`src/rtl/reconfig_bf_pixel_core.sv`:
```
// Per-pixel beamforming core: DAS (sum) or DMAS (pairwise products of signed square roots).
// Optional BF_SAT_EN: clamp the result to the OUT_W signed range instead of wrapping it.
module reconfig_bf_pixel_core #(
    parameter int NUM_CH = 128,
    parameter int DATA_W = 16,
    parameter int OUT_W  = 32,
    parameter int CH_W   = $clog2(NUM_CH + 1)
) (
    input  logic              clk,
    input  logic              rst,
    input  logic              mode,
    input  logic [CH_W-1:0]   n_ch,
    input  logic              in_valid,
    output logic              in_ready,
    input  logic [DATA_W-1:0] in_data,
    output logic              out_valid,
    output logic [OUT_W-1:0]  bf_out,
    output logic              busy
);
    localparam int H        = DATA_W / 2;
    localparam int H2       = 2 * H;
    localparam int Y_W      = H + 1;
    localparam int SQRT_LAT = H;
    localparam int R_W      = H + 5;
    localparam int SW       = Y_W + CH_W;
    localparam int QW       = 2 * Y_W + CH_W;
    localparam int PW       = 2 * SW;
    localparam int AW       = DATA_W + CH_W;
    localparam int RES_W    = PW + 1;
    localparam int WW       = (RES_W > OUT_W) ? RES_W : OUT_W;
    localparam int FW       = $clog2(SQRT_LAT + 1);

    typedef enum logic [2:0] {S_IDLE, S_ACC, S_FLUSH, S_SQ, S_FIN, S_OUT} state_t;

    state_t state, state_nxt;
    logic [CH_W-1:0] ch, n_eff, n_ch_in, n_cur;
    logic [FW-1:0]   fcnt;
    logic            mode_r, mode_cur, accept, last;
    logic signed [AW-1:0] acc;
    logic signed [SW-1:0] s_acc;
    logic signed [QW-1:0] q_acc;
    logic signed [PW-1:0] p_r;

    logic [DATA_W-1:0]    pd [SQRT_LAT];
    logic signed [R_W-1:0] pr [SQRT_LAT];
    logic [H-1:0]         pq [SQRT_LAT];
    logic                 ps [SQRT_LAT];
    logic                 pv [SQRT_LAT];

    logic [DATA_W-1:0]    d_in [SQRT_LAT], d_nx [SQRT_LAT];
    logic signed [R_W-1:0] r_in [SQRT_LAT], r_nx [SQRT_LAT];
    logic [H-1:0]         q_in [SQRT_LAT], q_nx [SQRT_LAT];
    logic signed [R_W-1:0] r_sh;
    logic [DATA_W-1:0]    abs_x;
    logic signed [Y_W-1:0] y_last;
    logic [H2-1:0]        ysq;
    logic signed [WW-1:0] res_w, max_v, min_v;
    logic [OUT_W-1:0]     narrowed;
    logic                 unused_bits;

    always_comb begin
        in_ready = (state == S_IDLE) || (state == S_ACC);
        n_ch_in  = (n_ch == '0 || n_ch > CH_W'(NUM_CH)) ? CH_W'(NUM_CH) : n_ch;
        n_cur    = (state == S_IDLE) ? n_ch_in : n_eff;
        mode_cur = (state == S_IDLE) ? mode : mode_r;
        accept   = in_valid && in_ready;
        last     = accept && (ch == n_cur - CH_W'(1));
    end

    always_ff @(posedge clk or posedge rst) begin
        if (rst) state <= S_IDLE;
        else     state <= state_nxt;
    end

    always_comb begin
        state_nxt = state;
        out_valid = 1'b0;
        busy      = 1'b1;
        case (state)
            S_IDLE: begin
                busy = 1'b0;
                if (last)        state_nxt = mode ? S_FIN : S_FLUSH;
                else if (accept) state_nxt = S_ACC;
            end
            S_ACC:   if (last) state_nxt = mode_r ? S_FIN : S_FLUSH;
            S_FLUSH: if (fcnt == FW'(SQRT_LAT - 1)) state_nxt = S_SQ;
            S_SQ:    state_nxt = S_FIN;
            S_FIN:   state_nxt = S_OUT;
            S_OUT: begin
                out_valid = 1'b1;
                state_nxt = S_IDLE;
            end
            default: state_nxt = S_IDLE;
        endcase
    end

    // Non-restoring square root, one result bit per stage; a negative partial
    // remainder is corrected in the next stage instead of being restored.
    always_comb begin
        abs_x   = in_data[DATA_W-1] ? (DATA_W'(0) - in_data) : in_data;
        r_sh    = '0;
        d_in[0] = abs_x;
        r_in[0] = '0;
        q_in[0] = '0;
        for (int unsigned i = 1; i < SQRT_LAT; i++) begin
            d_in[i] = pd[i-1];
            r_in[i] = pr[i-1];
            q_in[i] = pq[i-1];
        end
        for (int unsigned i = 0; i < SQRT_LAT; i++) begin
            r_sh = R_W'({r_in[i], d_in[i][DATA_W-1 -: 2]});
            if (r_in[i][R_W-1]) r_nx[i] = r_sh + R_W'({q_in[i], 2'b11});
            else                r_nx[i] = r_sh - R_W'({q_in[i], 2'b01});
            q_nx[i] = H'({q_in[i], ~r_nx[i][R_W-1]});
            d_nx[i] = d_in[i] << 2;
        end
        y_last = ps[SQRT_LAT-1] ? -$signed({1'b0, pq[SQRT_LAT-1]}) : $signed({1'b0, pq[SQRT_LAT-1]});
        ysq    = H2'(pq[SQRT_LAT-1]) * H2'(pq[SQRT_LAT-1]);
    end

    always_comb begin
        res_w = mode_r ? WW'(acc) : ((WW'(p_r) - WW'(q_acc)) >>> 1);
        max_v = '0;
        max_v[OUT_W-1:0] = {1'b0, {(OUT_W-1){1'b1}}};
        min_v = ~max_v;
`ifdef BF_SAT_EN
        if (res_w > max_v)      narrowed = max_v[OUT_W-1:0];
        else if (res_w < min_v) narrowed = min_v[OUT_W-1:0];
        else                    narrowed = res_w[OUT_W-1:0];
`else
        narrowed = res_w[OUT_W-1:0];
`endif
        unused_bits = ^{res_w, max_v, min_v, pd[SQRT_LAT-1], pr[SQRT_LAT-1]};
    end

    always_ff @(posedge clk or posedge rst) begin
        if (rst) begin
            ch     <= '0;
            n_eff  <= '0;
            mode_r <= 1'b0;
            fcnt   <= '0;
            acc    <= '0;
            s_acc  <= '0;
            q_acc  <= '0;
            p_r    <= '0;
            bf_out <= '0;
            for (int unsigned i = 0; i < SQRT_LAT; i++) begin
                pd[i] <= '0;
                pr[i] <= '0;
                pq[i] <= '0;
                ps[i] <= 1'b0;
                pv[i] <= 1'b0;
            end
        end else begin
            if (accept) begin
                ch  <= last ? '0 : ch + CH_W'(1);
                acc <= ((state == S_IDLE) ? '0 : acc) + AW'($signed(in_data));
            end
            if (accept && state == S_IDLE) begin
                mode_r <= mode;
                n_eff  <= n_ch_in;
                s_acc  <= '0;
                q_acc  <= '0;
            end else if (pv[SQRT_LAT-1]) begin
                s_acc <= s_acc + SW'(y_last);
                q_acc <= q_acc + QW'(ysq);
            end
            fcnt <= (state == S_FLUSH) ? fcnt + FW'(1) : '0;
            if (state == S_SQ)  p_r    <= PW'(s_acc) * PW'(s_acc);
            if (state == S_FIN) bf_out <= narrowed;
            for (int unsigned i = 0; i < SQRT_LAT; i++) begin
                pd[i] <= d_nx[i];
                pr[i] <= r_nx[i];
                pq[i] <= q_nx[i];
            end
            pv[0] <= accept && !mode_cur;
            ps[0] <= in_data[DATA_W-1];
            for (int unsigned i = 1; i < SQRT_LAT; i++) begin
                pv[i] <= pv[i-1];
                ps[i] <= ps[i-1];
            end
        end
    end
endmodule

```
`config.mk`:
```
export PLATFORM = sky130hd
export DESIGN_NAME = reconfig_bf_pixel_core
export DESIGN_NICKNAME = d
export VERILOG_FILES = /design/src/rtl/reconfig_bf_pixel_core.sv
export SDC_FILE = /design/constraint.sdc
export NUM_CORES = 2
export LEC_CHECK = 0
export ABC_CLOCK_PERIOD_IN_PS = 11500
export BUFFER_PORTS_ARGS = -buffer_cell sky130_fd_sc_hd__buf_2
export CAP_MARGIN = 10
export CORE_MARGIN = 4
export CORE_UTILIZATION = 30
export DETAILED_ROUTE_END_ITERATION = 8
export GPL_TIMING_DRIVEN = 0
export HOLD_SLACK_MARGIN = 0.08
export PLACE_DENSITY = 0.44
export SLEW_MARGIN = 20
export SYNTH_ARGS = -nofsm -noshare
export SYNTH_HDL_FRONTEND = slang
export SYNTH_SLANG_ARGS = --single-unit
```
`constraint.sdc`:
```
create_clock -name clk -period 11.5 [get_ports clk]
set_input_delay 1.725 -clock clk [delete_from_list [all_inputs] [get_ports clk]]
set_output_delay 1.725 -clock clk [all_outputs]
set_load 0.005 [all_outputs]
```
==> summary.md <==
| Metric | Value |
|---|---|
| Via/cell ratio | 4.565 |
| Max Fanout on Critical Path | 10 |
| Initial core utilization | 30.37% |
| Initial antenna violation count | 3 |
| Most common cell after layout, fill and taps aside | inv_1 |
| CP cell instances | clkbuf_1 > clkbuf_1 > nand2_1 > fa_1 > inv_1 > fa_1 > inv_1 > fa_1 > inv_1 > fa_1 > fa_1 > inv_1 > fa_1 > inv_1 > ha_1 > nand3_1 > nor2_1 > a2111oi_0 > a21oi_1 > o221ai_1 > o32ai_1 > a31oi_1 > xnor2_1 > o21ai_1 |
| Die X-Extent | 321.3 um |
| Ys async rst share | 100.0% |
| # clock sinks | 333 |
| Worst path bufs/invs | 7 |
| Clock skew | 0.03165 ns |
| Kind of critical path | reg2reg |
| Primary FF master, synth | dfrtp_1 |
| CTS Buffer Depth | 3 |
| Length of the first detailed-routing pass in iterations | 6 |
| Clock latency on the worst-skew pair | 0.58 ns |
| Max-slew violation count | 0 |
| Final hold vios | 0 |
| GRT overflow | 0 |
| Die area | 103,300 sq um |
| Initial DRC count | 1,127 |
| N_diodes | 0 |
| Crit end category | flip-flop |
| GRT Total Usage | 15.25% |
| Syn_nets | 3,671 |
| Synth area leader | dfrtp_1 |
| Cts bufs inserted | 41 |
| CTS root buffer | clkbuf_16 |
| Syn_area_per_cell | 9.597 sq um |
| Top cell family by delay on the critical path | adder cells |
| Post-synthesis cell area | 29,450 sq um |
| Core area | 96,990 sq um |
| H-tree Lvls | 2 |
| Via Count | 20.48k |
| Post-synth top area share | 28.29% |
| Max-Cap Viols | 0 |
| Most frequent CP cell | fa_1 |
| Status | completed |
| Area grow syn2layout | 11.78% |
| Storage cell area | ~8300 sq um |
| CTS resizes | 0 |
| Final routed DRC violation total | 0 |
| Slowest cell on crit path | clkbuf_1 |
| Hold_ws | between 0.3 and 0.4 ns |
| Post-CTS Setup Bufs | 0 |
| Ranking of synthesized cells by area | dfrtp_1 (28%), fa_1 (21%), ha_1 (11%), inv_1 (6.6%), xnor2_1 (4.6%) |
| Synth Instances | a little over 3k |
| Setup TNS | 0 ns |
| GPL Wtd Cong | 0.7981 |
| Placed insts | 4,411 |
| Most frequent cells in the layout | inv_1 (518), dfrtp_1 (333), fa_1 (305) |
| Fin crit period | 8.327 ns |
| FMAX | 120.1 MHz |
| RSZ-0062 raised after global routing | no |
| DP HPWL | ~62 mm |
| Netlist cell types | 76 |
| Final Setup Violations | 0 |
| Vias in the first global route | 21.37k |
| # rows | 114 |
| Final WL | approximately 77 mm |
| Fillers | ~10k |
| Number of synthesized flops with an enable pin | 0 |
| I/O Buffers | 62 |
| Period utilization | a little over 70% |
| Max incr delay on CP | between 0.6 and 0.7 ns |
| Layout cells sized above 1 | 5.578% |
| Yosys Warn Count | 0 |
| Hold buffer count at CTS | 0 |
| Nets | about 3.8k |
| Worst Path Required | roughly 12 ns |
| Pin count of the biggest net entering global routing | 96 |
| Worst Path Arrival | 8.77 ns |
| Global-route wire length before repair | around 120 mm |
| Slew @ Worst Pin | 1.126 ns |
| IO Count | 63 |
| Synthesized flop and latch total | about 330 |
| Finished Layout Cells | roughly 4.5k |
| Rel. slew slack | 24.43% |
| Routed length per instance | 17.12 um |
| Multi-input gate area | 18,830 sq um |
| Worst Hold Class | reg2reg |
| Register area share after synthesis | between 20% and 30% |
| Reg clk slew, reported paths | 0.06 ns |
| CP startpoint kind | flip-flop |
| Antenna-violating nets left | 0 |
| CTS tree | done |
| Die height | 321.3 um |
==> kinds of logic (layout without fill, tap and decap cells) <==
logic type | count (synthesis) | in the layout | synth area share, %
AOI/OAI and AO/OA | 528 | 528 | 11.22
adders and majority gates | 574 | 574 | 32.16
xor gates and xnor gates | 213 | 213 | 6.334
DFF | 333 | 333 | 28.29
buffers and inverters | 605 | 745 | 7.803
muxes | 45 | 45 | 1.572
and+or+nand+nor | 771 | 771 | 12.62
==> per-stage QoR <==
| step | utilization, % | cell area [sq um] | setup slack, ns |
|---|---|---|---|
| finish | 33.94 | 32920 | 3.174 |
| global route | 33.94 | 32920 | 2.447 |
| CTS | 33.94 | 32920 | 2.996 |
| detailed placement | 32.44 | 31470 | 3.021 |
| global placement | 32.33 | 31360 | -3.940 |
| floorplan | - | 29450 | 0.5502 |
==> flip-flops by register name (all words and copies together), names as in the netlist <==
register	count
d_in	56
fcnt	4
q_acc	26
p_r	32
mode_r	1
pq	36
pv	8
pr	70
n_eff	8
ch	8
ps	8
state	3
acc	24
s_acc	17
bf_out	32
==> synth_stat cells, drive strengths merged, types with 20 or more instances <==
cell type,count
a21o,57
and2,83
xnor2,154
mux2i,35
inv,519
o21ai,170
dfrtp,333
ha,269
clkbuf,78
o31ai,23
nor2b,68
nand2b,27
o21a,32
nor3,39
nor2,190
a21oi,123
nand2,251
or3,20
nand3,31
xor2,59
fa,305
==> final cells by class <==
| type | instances | area share, % |
|---|---|---|
| Sequential cell | 333 | 25.31 |
| Tap cell | 1276 | 4.849 |
| Timing Repair Buffer | 66 | 1.239 |
| Buffer | 85 | 1.053 |
| Clock buffer | 55 | 3.610 |
| Clock inverter | 19 | 0.7867 |
| Inverter | 520 | 5.951 |
| Multi-Input combinational cell | 2131 | 57.20 |
==> metal layers <==
| metal | wire (um) | global-route usage, % | up-vias |
|---|---|---|---|
| met1 | 38640 | 23.11 | 10030 |
| met2 | 34220 | 23.89 | 279 |
| met3 | 3035 | 1.730 | 52 |
| met4 | 888 | 2.309 | 0 |
| met5 | 0 | 0 | - |
| li1 | - | - | 10120 |
==> worst paths after layout <==
kind	startpoint	end	slack, ns	depth (start not counted)
setup / recovery	s_acc[5]$_DFFE_PP0P_	p_r[32]$_DFFE_PP0N_	3.17	24
hold / removal	d_in[44]$_DFF_PP0_	d_in[30]$_DFF_PP0_	0.34	0
setup reg to reg	s_acc[5]$_DFFE_PP0P_	p_r[32]$_DFFE_PP0N_	3.17	24
hold reg to reg	d_in[44]$_DFF_PP0_	d_in[30]$_DFF_PP0_	0.34	0
max in group asynchronous	rst	q_acc[5]$_DFFE_PP0P_	9.48	3
min in group asynchronous	rst	pr[47]$_DFF_PP0_	1.18	2
Power is left out: the tool's default activity adds up to more than one toggle a clock period on the data nets, which glitch-free logic cannot reach.
